### src/rtl/traffic_phase_ctrl_if.sv
// Lamp, pedestrian and countdown signals of the intersection controller.
// The bench or board logic is the master; the controller is the slave.
interface traffic_phase_ctrl_if #(
  parameter int NPHASE = 4
);
  localparam int PW = $clog2(NPHASE);

  logic              ped_req;
  logic              night_mode;
  logic [NPHASE-1:0] veh_red;
  logic [NPHASE-1:0] veh_yellow;
  logic [NPHASE-1:0] veh_green;
  logic              ped_walk;
  logic              ped_dont_walk;
  logic              ped_pending;
  logic [PW-1:0]     phase;
  logic [2:0]        state_code;
  logic              tick;
  logic [3:0]        cnt_tens;
  logic [3:0]        cnt_units;

  modport master (
    output ped_req, night_mode,
    input  veh_red, veh_yellow, veh_green, ped_walk, ped_dont_walk,
           ped_pending, phase, state_code, tick, cnt_tens, cnt_units
  );

  modport slave (
    input  ped_req, night_mode,
    output veh_red, veh_yellow, veh_green, ped_walk, ped_dont_walk,
           ped_pending, phase, state_code, tick, cnt_tens, cnt_units
  );
endinterface

### src/rtl/traffic_phase_ctrl.sv
// Round-robin N-approach traffic controller with clearance intervals, an
// exclusive pedestrian walk once per cycle, night flashing and a BCD countdown.
module traffic_phase_ctrl #(
  parameter int CLK_HZ   = 50_000_000,
  parameter int NPHASE   = 4,
  parameter int T_RST    = 3,
  parameter int T_GREEN  = 18,
  parameter int T_YELLOW = 4,
  parameter int T_ALLRED = 2,
  parameter int T_PED    = 5
) (
  input  logic clk,
  input  logic reset,
  traffic_phase_ctrl_if.slave bus
);
  localparam int PW = $clog2(NPHASE);
  localparam int SW = $clog2(99 + 1);
  localparam int DW = $clog2(CLK_HZ);

  localparam logic [2:0] S_RST      = 3'd0;
  localparam logic [2:0] S_GREEN    = 3'd1;
  localparam logic [2:0] S_YELLOW   = 3'd2;
  localparam logic [2:0] S_ALLRED   = 3'd3;
  localparam logic [2:0] S_PED_WALK = 3'd4;
  localparam logic [2:0] S_PED_CLR  = 3'd5;
  localparam logic [2:0] S_FLASH    = 3'd6;

  localparam logic [DW-1:0]     DIV_MAX   = DW'(CLK_HZ - 1);
  localparam logic [PW-1:0]     LAST      = PW'(NPHASE - 1);
  localparam logic [SW-1:0]     LD_RST    = SW'(T_RST - 1);
  localparam logic [SW-1:0]     LD_GREEN  = SW'(T_GREEN - 1);
  localparam logic [SW-1:0]     LD_YELLOW = SW'(T_YELLOW - 1);
  localparam logic [SW-1:0]     LD_ALLRED = SW'(T_ALLRED - 1);
  localparam logic [SW-1:0]     LD_PED    = SW'(T_PED - 1);
  localparam logic [NPHASE-1:0] ALL_ON    = {NPHASE{1'b1}};

  logic [2:0]        state_q, state_d;
  logic [SW-1:0]     sec_q, sec_d;
  logic [DW-1:0]     div_q, div_d;
  logic [PW-1:0]     phase_q, phase_d;
  logic              flash_q, flash_d;
  logic              pend_q, pend_d;
  logic              clr_pend;
  logic              tick;
  logic [NPHASE-1:0] onehot;
  logic [SW-1:0]     cnt_val;

  assign tick = (div_q == DIV_MAX);

  always_comb begin
    state_d  = state_q;
    sec_d    = sec_q;
    phase_d  = phase_q;
    flash_d  = flash_q;
    clr_pend = 1'b0;
    div_d    = tick ? '0 : div_q + DW'(1);

    if (tick) begin
      if (state_q == S_FLASH) begin
        if (!bus.night_mode) begin
          state_d = S_ALLRED;
          sec_d   = LD_ALLRED;
          phase_d = LAST;
        end else begin
          flash_d = ~flash_q;
        end
      end else if (sec_q != '0) begin
        sec_d = sec_q - SW'(1);
      end else begin
        case (state_q)
          S_RST: begin
            state_d = S_GREEN;
            sec_d   = LD_GREEN;
            phase_d = '0;
          end
          S_GREEN: begin
            state_d = S_YELLOW;
            sec_d   = LD_YELLOW;
          end
          S_YELLOW: begin
            state_d = S_ALLRED;
            sec_d   = LD_ALLRED;
          end
          // The walk is only offered after the last approach, so once per cycle.
          S_ALLRED: begin
            if (phase_q == LAST && pend_q) begin
              state_d  = S_PED_WALK;
              sec_d    = LD_PED;
              clr_pend = 1'b1;
            end else if (bus.night_mode) begin
              state_d  = S_FLASH;
              sec_d    = '0;
              flash_d  = 1'b1;
              clr_pend = 1'b1;
            end else begin
              state_d = S_GREEN;
              sec_d   = LD_GREEN;
              phase_d = (phase_q == LAST) ? '0 : phase_q + PW'(1);
            end
          end
          S_PED_WALK: begin
            state_d = S_PED_CLR;
            sec_d   = LD_ALLRED;
          end
          S_PED_CLR: begin
            if (bus.night_mode) begin
              state_d  = S_FLASH;
              sec_d    = '0;
              flash_d  = 1'b1;
              clr_pend = 1'b1;
            end else begin
              state_d = S_GREEN;
              sec_d   = LD_GREEN;
              phase_d = '0;
            end
          end
          default: begin
            state_d = S_RST;
            sec_d   = LD_RST;
          end
        endcase
      end
    end

    pend_d = pend_q;
    if (clr_pend) begin
      pend_d = 1'b0;
    end else if (bus.ped_req && state_q != S_PED_WALK && state_q != S_FLASH) begin
      pend_d = 1'b1;
    end
  end

  always_ff @(posedge clk or posedge reset) begin
    if (reset) begin
      state_q <= S_RST;
      sec_q   <= LD_RST;
      div_q   <= '0;
      phase_q <= LAST;
      flash_q <= 1'b0;
      pend_q  <= 1'b0;
    end else begin
      state_q <= state_d;
      sec_q   <= sec_d;
      div_q   <= div_d;
      phase_q <= phase_d;
      flash_q <= flash_d;
      pend_q  <= pend_d;
    end
  end

  assign onehot  = NPHASE'(1) << phase_q;
  assign cnt_val = sec_q + SW'(1);

  always_comb begin
    bus.veh_red    = ALL_ON;
    bus.veh_yellow = '0;
    bus.veh_green  = '0;
    case (state_q)
      S_GREEN: begin
        bus.veh_green = onehot;
        bus.veh_red   = ~onehot;
      end
      S_YELLOW: begin
        bus.veh_yellow = onehot;
        bus.veh_red    = ~onehot;
      end
      S_FLASH: begin
        bus.veh_red    = '0;
        bus.veh_yellow = flash_q ? ALL_ON : '0;
      end
      default: ;
    endcase
  end

  assign bus.ped_walk      = (state_q == S_PED_WALK);
  assign bus.ped_dont_walk = (state_q != S_PED_WALK) && (state_q != S_FLASH);
  assign bus.ped_pending   = pend_q;
  assign bus.phase         = phase_q;
  assign bus.state_code    = state_q;
  assign bus.tick          = tick;
  // Blank code on both digits while flashing.
  assign bus.cnt_tens      = (state_q == S_FLASH) ? 4'hF : 4'(cnt_val / SW'(10));
  assign bus.cnt_units     = (state_q == S_FLASH) ? 4'hF : 4'(cnt_val % SW'(10));
endmodule

### src/flat_wrapper.sv
// flat-port wrapper written by rule: the top's interface ports become plain ports
module traffic_phase_ctrl_flat 
#(
  parameter int CLK_HZ   = 50_000_000,
  parameter int NPHASE   = 4,
  parameter int T_RST    = 3,
  parameter int T_GREEN  = 18,
  parameter int T_YELLOW = 4,
  parameter int T_ALLRED = 2,
  parameter int T_PED    = 5
)
  (clk, reset, bus_ped_req, bus_night_mode, bus_veh_red, bus_veh_yellow, bus_veh_green, bus_ped_walk, bus_ped_dont_walk, bus_ped_pending, bus_phase, bus_state_code, bus_tick, bus_cnt_tens, bus_cnt_units);
  traffic_phase_ctrl_if #(.NPHASE(NPHASE)) bus_i ();
  input  logic clk;
  input  logic reset;
  input wire logic [$bits(bus_i.ped_req)-1:0] bus_ped_req;
  input wire logic [$bits(bus_i.night_mode)-1:0] bus_night_mode;
  output wire logic [$bits(bus_i.veh_red)-1:0] bus_veh_red;
  output wire logic [$bits(bus_i.veh_yellow)-1:0] bus_veh_yellow;
  output wire logic [$bits(bus_i.veh_green)-1:0] bus_veh_green;
  output wire logic [$bits(bus_i.ped_walk)-1:0] bus_ped_walk;
  output wire logic [$bits(bus_i.ped_dont_walk)-1:0] bus_ped_dont_walk;
  output wire logic [$bits(bus_i.ped_pending)-1:0] bus_ped_pending;
  output wire logic [$bits(bus_i.phase)-1:0] bus_phase;
  output wire logic [$bits(bus_i.state_code)-1:0] bus_state_code;
  output wire logic [$bits(bus_i.tick)-1:0] bus_tick;
  output wire logic [$bits(bus_i.cnt_tens)-1:0] bus_cnt_tens;
  output wire logic [$bits(bus_i.cnt_units)-1:0] bus_cnt_units;
  assign bus_i.ped_req = bus_ped_req;
  assign bus_i.night_mode = bus_night_mode;
  assign bus_veh_red = bus_i.veh_red;
  assign bus_veh_yellow = bus_i.veh_yellow;
  assign bus_veh_green = bus_i.veh_green;
  assign bus_ped_walk = bus_i.ped_walk;
  assign bus_ped_dont_walk = bus_i.ped_dont_walk;
  assign bus_ped_pending = bus_i.ped_pending;
  assign bus_phase = bus_i.phase;
  assign bus_state_code = bus_i.state_code;
  assign bus_tick = bus_i.tick;
  assign bus_cnt_tens = bus_i.cnt_tens;
  assign bus_cnt_units = bus_i.cnt_units;
  traffic_phase_ctrl #(.CLK_HZ(CLK_HZ), .NPHASE(NPHASE), .T_RST(T_RST), .T_GREEN(T_GREEN), .T_YELLOW(T_YELLOW), .T_ALLRED(T_ALLRED), .T_PED(T_PED)) u_core (.clk(clk), .reset(reset), .bus(bus_i));
endmodule
### config.mk
export PLATFORM = sky130hd
export DESIGN_NAME = traffic_phase_ctrl_flat
export DESIGN_NICKNAME = d
export VERILOG_FILES = /design/src/rtl/traffic_phase_ctrl_if.sv /design/src/rtl/traffic_phase_ctrl.sv /design/src/flat_wrapper.sv
export SDC_FILE = /design/constraint.sdc
export NUM_CORES = 1
export LEC_CHECK = 0
export CORE_ASPECT_RATIO = 0.9
export CORE_UTILIZATION = 46
export DETAILED_ROUTE_END_ITERATION = 10
export MAX_ROUTING_LAYER = met4
export PLACE_DENSITY = 0.68
export REMOVE_ABC_BUFFERS = 1
export SLEW_MARGIN = 20
export SYNTH_ARGS = -nofsm -noshare
export SYNTH_HDL_FRONTEND = slang
export SYNTH_SLANG_ARGS = --single-unit
### constraint.sdc
create_clock -name clk -period 4.95 [get_ports clk]
set_input_delay 0.7425 -clock clk [delete_from_list [all_inputs] [get_ports clk]]
set_output_delay 0.7425 -clock clk [all_outputs]
set_load 0.1 [all_outputs]
# Word level (Yosys, flattened, before mapping)
# Index checks and enable logic that the tools add are counted.
[classes] addsub=4 n_div=2 n_eq_ne=16 shift=1 n_mux=41 bitwise=2 n_reduce_logical=15
[op_table] op="one-hot mux 7 bit (5 select lines)" count=1
[op_table] op="2-to-1 mux 7 bit" count=4
[op_table] op="adder 26 x 1 -> 26 bit (second input constant)" count=1
[op_table] op="== test 26 bit (second input constant)" count=1
[op_table] op="2-to-1 mux 26 bit" count=1
[op_table] op="one-hot mux 3 bit (6 select lines)" count=1
[op_table] op="2-to-1 mux 4 bit" count=4
[op_table] op="one-hot mux 4 bit (2 select lines)" count=2
[op_table] op="2-to-1 mux 3 bit" count=5
[op_table] op="2-to-1 mux 2 bit" count=7
[op_table] op="2-to-1 mux 1 bit" count=12
[op_table] op="== test 3 bit (second input constant)" count=3
[op_table] op="adder 7 x 1 -> 7 bit (second input constant)" count=1
[op_table] op="divider 7 x 4 -> 7 bit (second input constant)" count=1
[op_table] op="modulo 7 x 4 -> 7 bit (second input constant)" count=1
[op_table] op="AND reduction 7 bit" count=1
[op_table] op="nonzero test 7 bit" count=1
[op_table] op="subtractor 7 x 1 -> 7 bit (second input constant)" count=1
[op_table] op="== test 3 x 2 -> 1 bit (second input constant)" count=2
[op_table] op="!= test 3 x 2 -> 1 bit (second input constant)" count=2
[op_table] op="!= test 3 bit (second input constant)" count=2
[op_table] op="one-hot mux 2 bit (3 select lines)" count=1
[op_table] op="2-to-1 mux 5 bit" count=1
[op_table] op="AND reduction 5 bit" count=1
[op_table] op="other kinds (18)" count=24
[totals] register_bits=40 in_bits=4 elab_cells=87

# Logic depth before layout (Yosys ltp)
# Gate-level depths: netlist (run 1).
[depth] word_depth=8 mapped_depth=12 mapped_depth_nobuf=10

# Worst setup path after synthesis (run 1)
# Ideal clock, no wire load.
[synth_path] path_kind="flip-flop to output port" startpoint="register u_core.sec_q[1]" endpoint="output bus_cnt_tens[2]" arrival_ns=3.747 setup_slack_ns=0.461 stages_incl_launch_ff=8 n_path_buf=1 cell_sequence="dfstp_2 > ha_1 > buf_4 > nand3_1 > o21ai_1 > nand2_1 > maj3_1 > o21ai_0"
[synth_between] elab_chain_len=3
[synth_rtl] element="start: declaration" line_no="traffic_phase_ctrl.sv:38" source="logic [SW-1:0] sec_q, sec_d;"
[synth_rtl] element="start signal: assignment" line_no="traffic_phase_ctrl.sv:136" source="sec_q <= LD_RST;"
[synth_rtl] element="start signal: assignment" line_no="traffic_phase_ctrl.sv:143" source="sec_q <= sec_d;"
[synth_rtl] element="adder 7 x 1 -> 7 bit" line_no="traffic_phase_ctrl.sv:152" source="assign cnt_val = sec_q + SW'(1);"
[synth_rtl] element="divider 7 x 4 -> 7 bit" line_no="traffic_phase_ctrl.sv:182" source="assign bus.cnt_tens = (state_q == S_FLASH) ? 4'hF : 4'(cnt_val / SW'(10));"
[synth_rtl] element="2-to-1 mux 4 bit" line_no="traffic_phase_ctrl.sv:182"
[synth_rtl] element="end: declaration" line_no="flat_wrapper.sv:27" source="output wire logic [$bits(bus_i.cnt_tens)-1:0] bus_cnt_tens;"
# Every way passes these cells.

# Final worst setup path (run 1)
[layout_path] startpoint="register u_core.sec_q[1]" endpoint="output bus_cnt_units[1]"
[layout_between] elab_chain_len=3
[layout_rtl] element="adder 7 x 1 -> 7 bit" line_no="traffic_phase_ctrl.sv:152"
[layout_rtl] element="modulo 7 x 4 -> 7 bit" line_no="traffic_phase_ctrl.sv:183" source="assign bus.cnt_units = (state_q == S_FLASH) ? 4'hF : 4'(cnt_val % SW'(10));"
[layout_rtl] element="2-to-1 mux 4 bit" line_no="traffic_phase_ctrl.sv:183"
[layout_rtl] element="end: declaration" line_no="flat_wrapper.sv:28" source="output wire logic [$bits(bus_i.cnt_units)-1:0] bus_cnt_units;"
# Every way passes these cells.

==> key figures, run 1 <==
Yosys
  • Mapped Cells: ~410
  • Syn avg cell area: between 7 and 8 sq um
  • Synth Register Bits: 40
  • Async SR Flop Fraction: 100%
  • Mapped Area: 0.00320 sq mm
  • Library cells used by synthesis: slightly above 60
  • Yosys warnings: 0
  • Top_reg_cell synth: dfrtp_1
  • Sequential area share after synthesis: between 30% and 40%
  • EDFF count, synth: 0

Place
  • Detailed Place HPWL: about 5.0 mm
  • Post-place setup slack: around 0.52 ns
  • RePlAce Congestion: roughly 0.86
  • Placed cells: 512
  • Buffers on Ports: 32

Setup path
  • CP max FO: 20
  • Critical path required time: about 4.2 ns
  • CP Launch Type: flop
  • Setup crit end kind: output pin
  • R2R depth: 6
  • Critical Path AT: 3.80 ns
  • Critical path class: reg -> out

Final layout
  • # nets final: 442
  • P&R area growth vs syn: 12.5%
  • Fin cells: 520
  • Inserted Diodes: 0
  • Fillers: approximately 660
  • Layout cells sized above 1: between 8 and 9%

Die
  • Num ports: 33
  • Die Wd: about 90 microns
  • Die height: roughly 81 microns
  • Die Area: about 0.0073 sq mm
  • Row Count: 28
  • Core box area: ~0.0067 sq mm
  • Initial Utilization: roughly half

CTS
  • CTS tree: done
  • Post CTS Setup Buffer Count: 0
  • Clock tree buffer depth: 2
  • Worst-Skew Late Latency: just under 0.3 ns
  • CTS sink cnt: 40
  • CTS Root Buffer Type: clkbuf_8
  • CTS Buf Count: 5
  • CTS HTree Levels: 2
  • CTS Hold Bufs: 0
  • Clock transition at path regs: around 0.080 ns

Timing
  • Max transition margin: roughly 34%
  • Worst-margin pin slew: roughly 0.98 ns
  • Post-Route Setup TNS: 0 ns
  • Fin Hold WS: around 0.46 ns
  • Final Skew: approximately 0.0027 ns
  • Hold Vio Cnt, Final: 0
  • Max Freq: ~220 MHz
  • Final slew viol count: 0
  • RSZ-0062 raised after global routing: false
  • Final min period: approximately 4.5 ns
  • Worst setup margin: 0.405 ns
  • Final period util: 91.8%
  • Setup violators final: 0

Power
  • Worst IR Drop VDD: 170 uV
  • Pwr Density: about 160 mW/mm^2
  • Leakage: 0.00157 uW
  • Overall Power: slightly below 600 uW

Routing
  • Post-Route WL: 7.26 mm
  • Drt drc: 0
  • Final ANT Viol Nets: 0
  • DR vias/cell: 5.70
  • DRT Pass-1 Iters: 4
  • Wire per inst: 14.0 microns
  • Initial DRC count: around 190
  • Routed via count: between 2000 and 3000

Global routing
  • Largest net degree at the start of global routing: 41
  • Global-route wire length before repair: between 10 and 15 mm
  • Initial antenna violation count: 0
  • Number of global-route vias before repair: 2664
  • Congestion Overflow GR: 0
  • Gr usage total: a little over a fifth

Run
  • Max cap viols: 0

Hold path
  • Worst hold path depth: 1
  • Min-Delay Path Class: reg -> reg

Outcome
  • Status: complete, no violations
==> what timing repair did <==
action	in CTS	in global routing
hold endpoints to repair	0	0
gates resized for setup	0	1
setup endpoints to repair	0	2
==> cell usage in the layout, fill, tap and decap left out, types with 3 or more instances in the layout <==
master	instances
a21oi_1	27
a31oi_1	3
and3_1	12
and4_1	3
buf_4	12
clkbuf_8	6
clkdlybuf4s50_1	25
dfrtp_1	37
dfstp_2	3
ha_1	8
inv_1	12
mux2i_1	3
nand2_1	54
nand2b_1	7
nand3_1	18
nand3b_1	4
nand4_1	6
nor2_1	51
nor2b_1	6
nor3_1	8
nor4_1	5
o21ai_0	27
o21ai_1	4
o22ai_1	4
o31ai_1	4
or4_1	3
xnor2_1	18
xor2_1	15
==> registers in the layout, summed over array words and instances (netlist names) <==
register	cells
u_core.flash_q	1
u_core.sec_q	7
u_core.bus.ped_pending	1
u_core.bus.phase	2
u_core.div_q	26
u_core.bus.state_code	3
==> final cells by class <==
class | count | area (sq um) | area share [%]
Inverter | 15 | 56.3 | 1.56
Multi-Input combinational cell | 330 | 1990 | 55.4
Clock inverter | 2 | 10.0 | 0.278
Tap cell | 90 | 113 | 3.13
Clock buffer | 6 | 82.6 | 2.29
Sequential cell | 40 | 1000 | 27.9
Timing Repair Buffer | 37 | 340 | 9.45
==> synthesized netlist by cell type (all sizes together) (2+ instances only) <==
| cell | count | area share, % |
|---|---|---|
| xor2 | 15 | 4.1 |
| o21ai | 32 | 5.4 |
| buf | 17 | 3.2 |
| and2 | 3 | 0.66 |
| nor4 | 5 | 0.98 |
| o311ai | 2 | 0.55 |
| nor2 | 51 | 6.0 |
| ha | 9 | 3.5 |
| mux2i | 3 | 0.94 |
| clkbuf | 12 | 1.4 |
| a31oi | 3 | 0.59 |
| nand4b | 2 | 0.55 |
| o32a | 2 | 0.63 |
| nor2b | 6 | 1.2 |
| or3 | 2 | 0.55 |
| nor3 | 8 | 1.3 |
| a221oi | 2 | 0.55 |
| nor3b | 3 | 0.86 |
| nand3b | 4 | 0.94 |
| and4 | 3 | 0.82 |
| xnor2 | 18 | 4.9 |
| or4 | 3 | 0.70 |
| nand3 | 19 | 3.1 |
| inv | 14 | 1.6 |
| a21oi | 27 | 4.2 |
| nand2b | 7 | 1.4 |
| mux2 | 3 | 1.1 |
| o31ai | 4 | 0.94 |
| nand2 | 55 | 6.5 |
| dfrtp | 37 | 29 |
| a211oi | 3 | 0.86 |
| dfstp | 3 | 2.5 |
| a311oi | 2 | 0.94 |
| nand4 | 6 | 1.2 |
| and3 | 12 | 2.3 |
| o22ai | 4 | 0.78 |
==> worst paths after layout <==
path | from | endpoint | slack [ns]
worst max-delay path | u_core.sec_q[1] | bus_cnt_units[1] | 0.41
worst max register to register | u_core.bus.state_code[2] | u_core.bus.phase[1] | 2.07
max in group asynchronous | reset | u_core.bus.phase[1] | 3.71
min in group asynchronous | reset | u_core.sec_q[5] | 0.88
worst min register to register | u_core.div_q[0] | u_core.div_q[0] | 0.46
worst min-delay path | u_core.div_q[0] | u_core.div_q[0] | 0.46
==> through the flow <==
stage                     cell area [sq um]  utilization, %
final                                  3600            54.1
after global placement                 3500            52.7
after floorplan                        3050               -
after detailed placement               3500            52.7
after CTS                              3600            54.0
after global routing                   3600            54.1
==> metal layers <==
metal / vias up / part of all wire [%] / track usage [%]
met4: 0 / 0.73 / 5.97
li1: 1471 / - / -
met1: 1414 / 50 / 29.8
met3: 6 / 3.7 / 2.90
met5: - / 0 / -
met2: 71 / 45 / 32.2
==> worst max-delay path, stage by stage, from the launching register on <==
cell and delay [ns]:
dfstp_2 0.61, ha_2 0.44, nand2b_1 0.15, or3_4 0.36, and2_4 0.18, mux2i_1 0.13, a211oi_2 0.36, ha_1 0.24
nor3_1 0.07, a311oi_2 0.37, mux2_1 0.36, buf_4 0.23
==> cell families (layout without fill, tap and decap cells) <==
kind of cell	Yosys count	in the layout	synth area share, %
compound gates	90	90	17.9
simple gates	191	191	29.5
flops	40	40	31.4
buf+inv	44	60	6.41
fa+ha+maj	10	10	3.83
mux	6	6	1.99
xor+xnor	33	33	9.03
==> where the power goes <==
part	switching [uW]	internal (uW)	leakage (uW)	total, uW
clock	114	111	0.0000510	226
sequential	0.101	327	0.000516	327
combinational	23.5	7.81	0.00101	31.3
(Power assumes the default switching activity.)
==> run 2: changes to the inputs <==
--- a/config.mk
+++ b/config.mk
@@ -5,6 +5,7 @@
 export SDC_FILE = /design/constraint.sdc
 export NUM_CORES = 1
 export LEC_CHECK = 0
+export CAP_MARGIN = 25
 export CORE_ASPECT_RATIO = 0.9
 export CORE_UTILIZATION = 46
 export DETAILED_ROUTE_END_ITERATION = 10
==> results of run 2 <==
No change in the layout: final DEF, timing and power equal those of run 1.
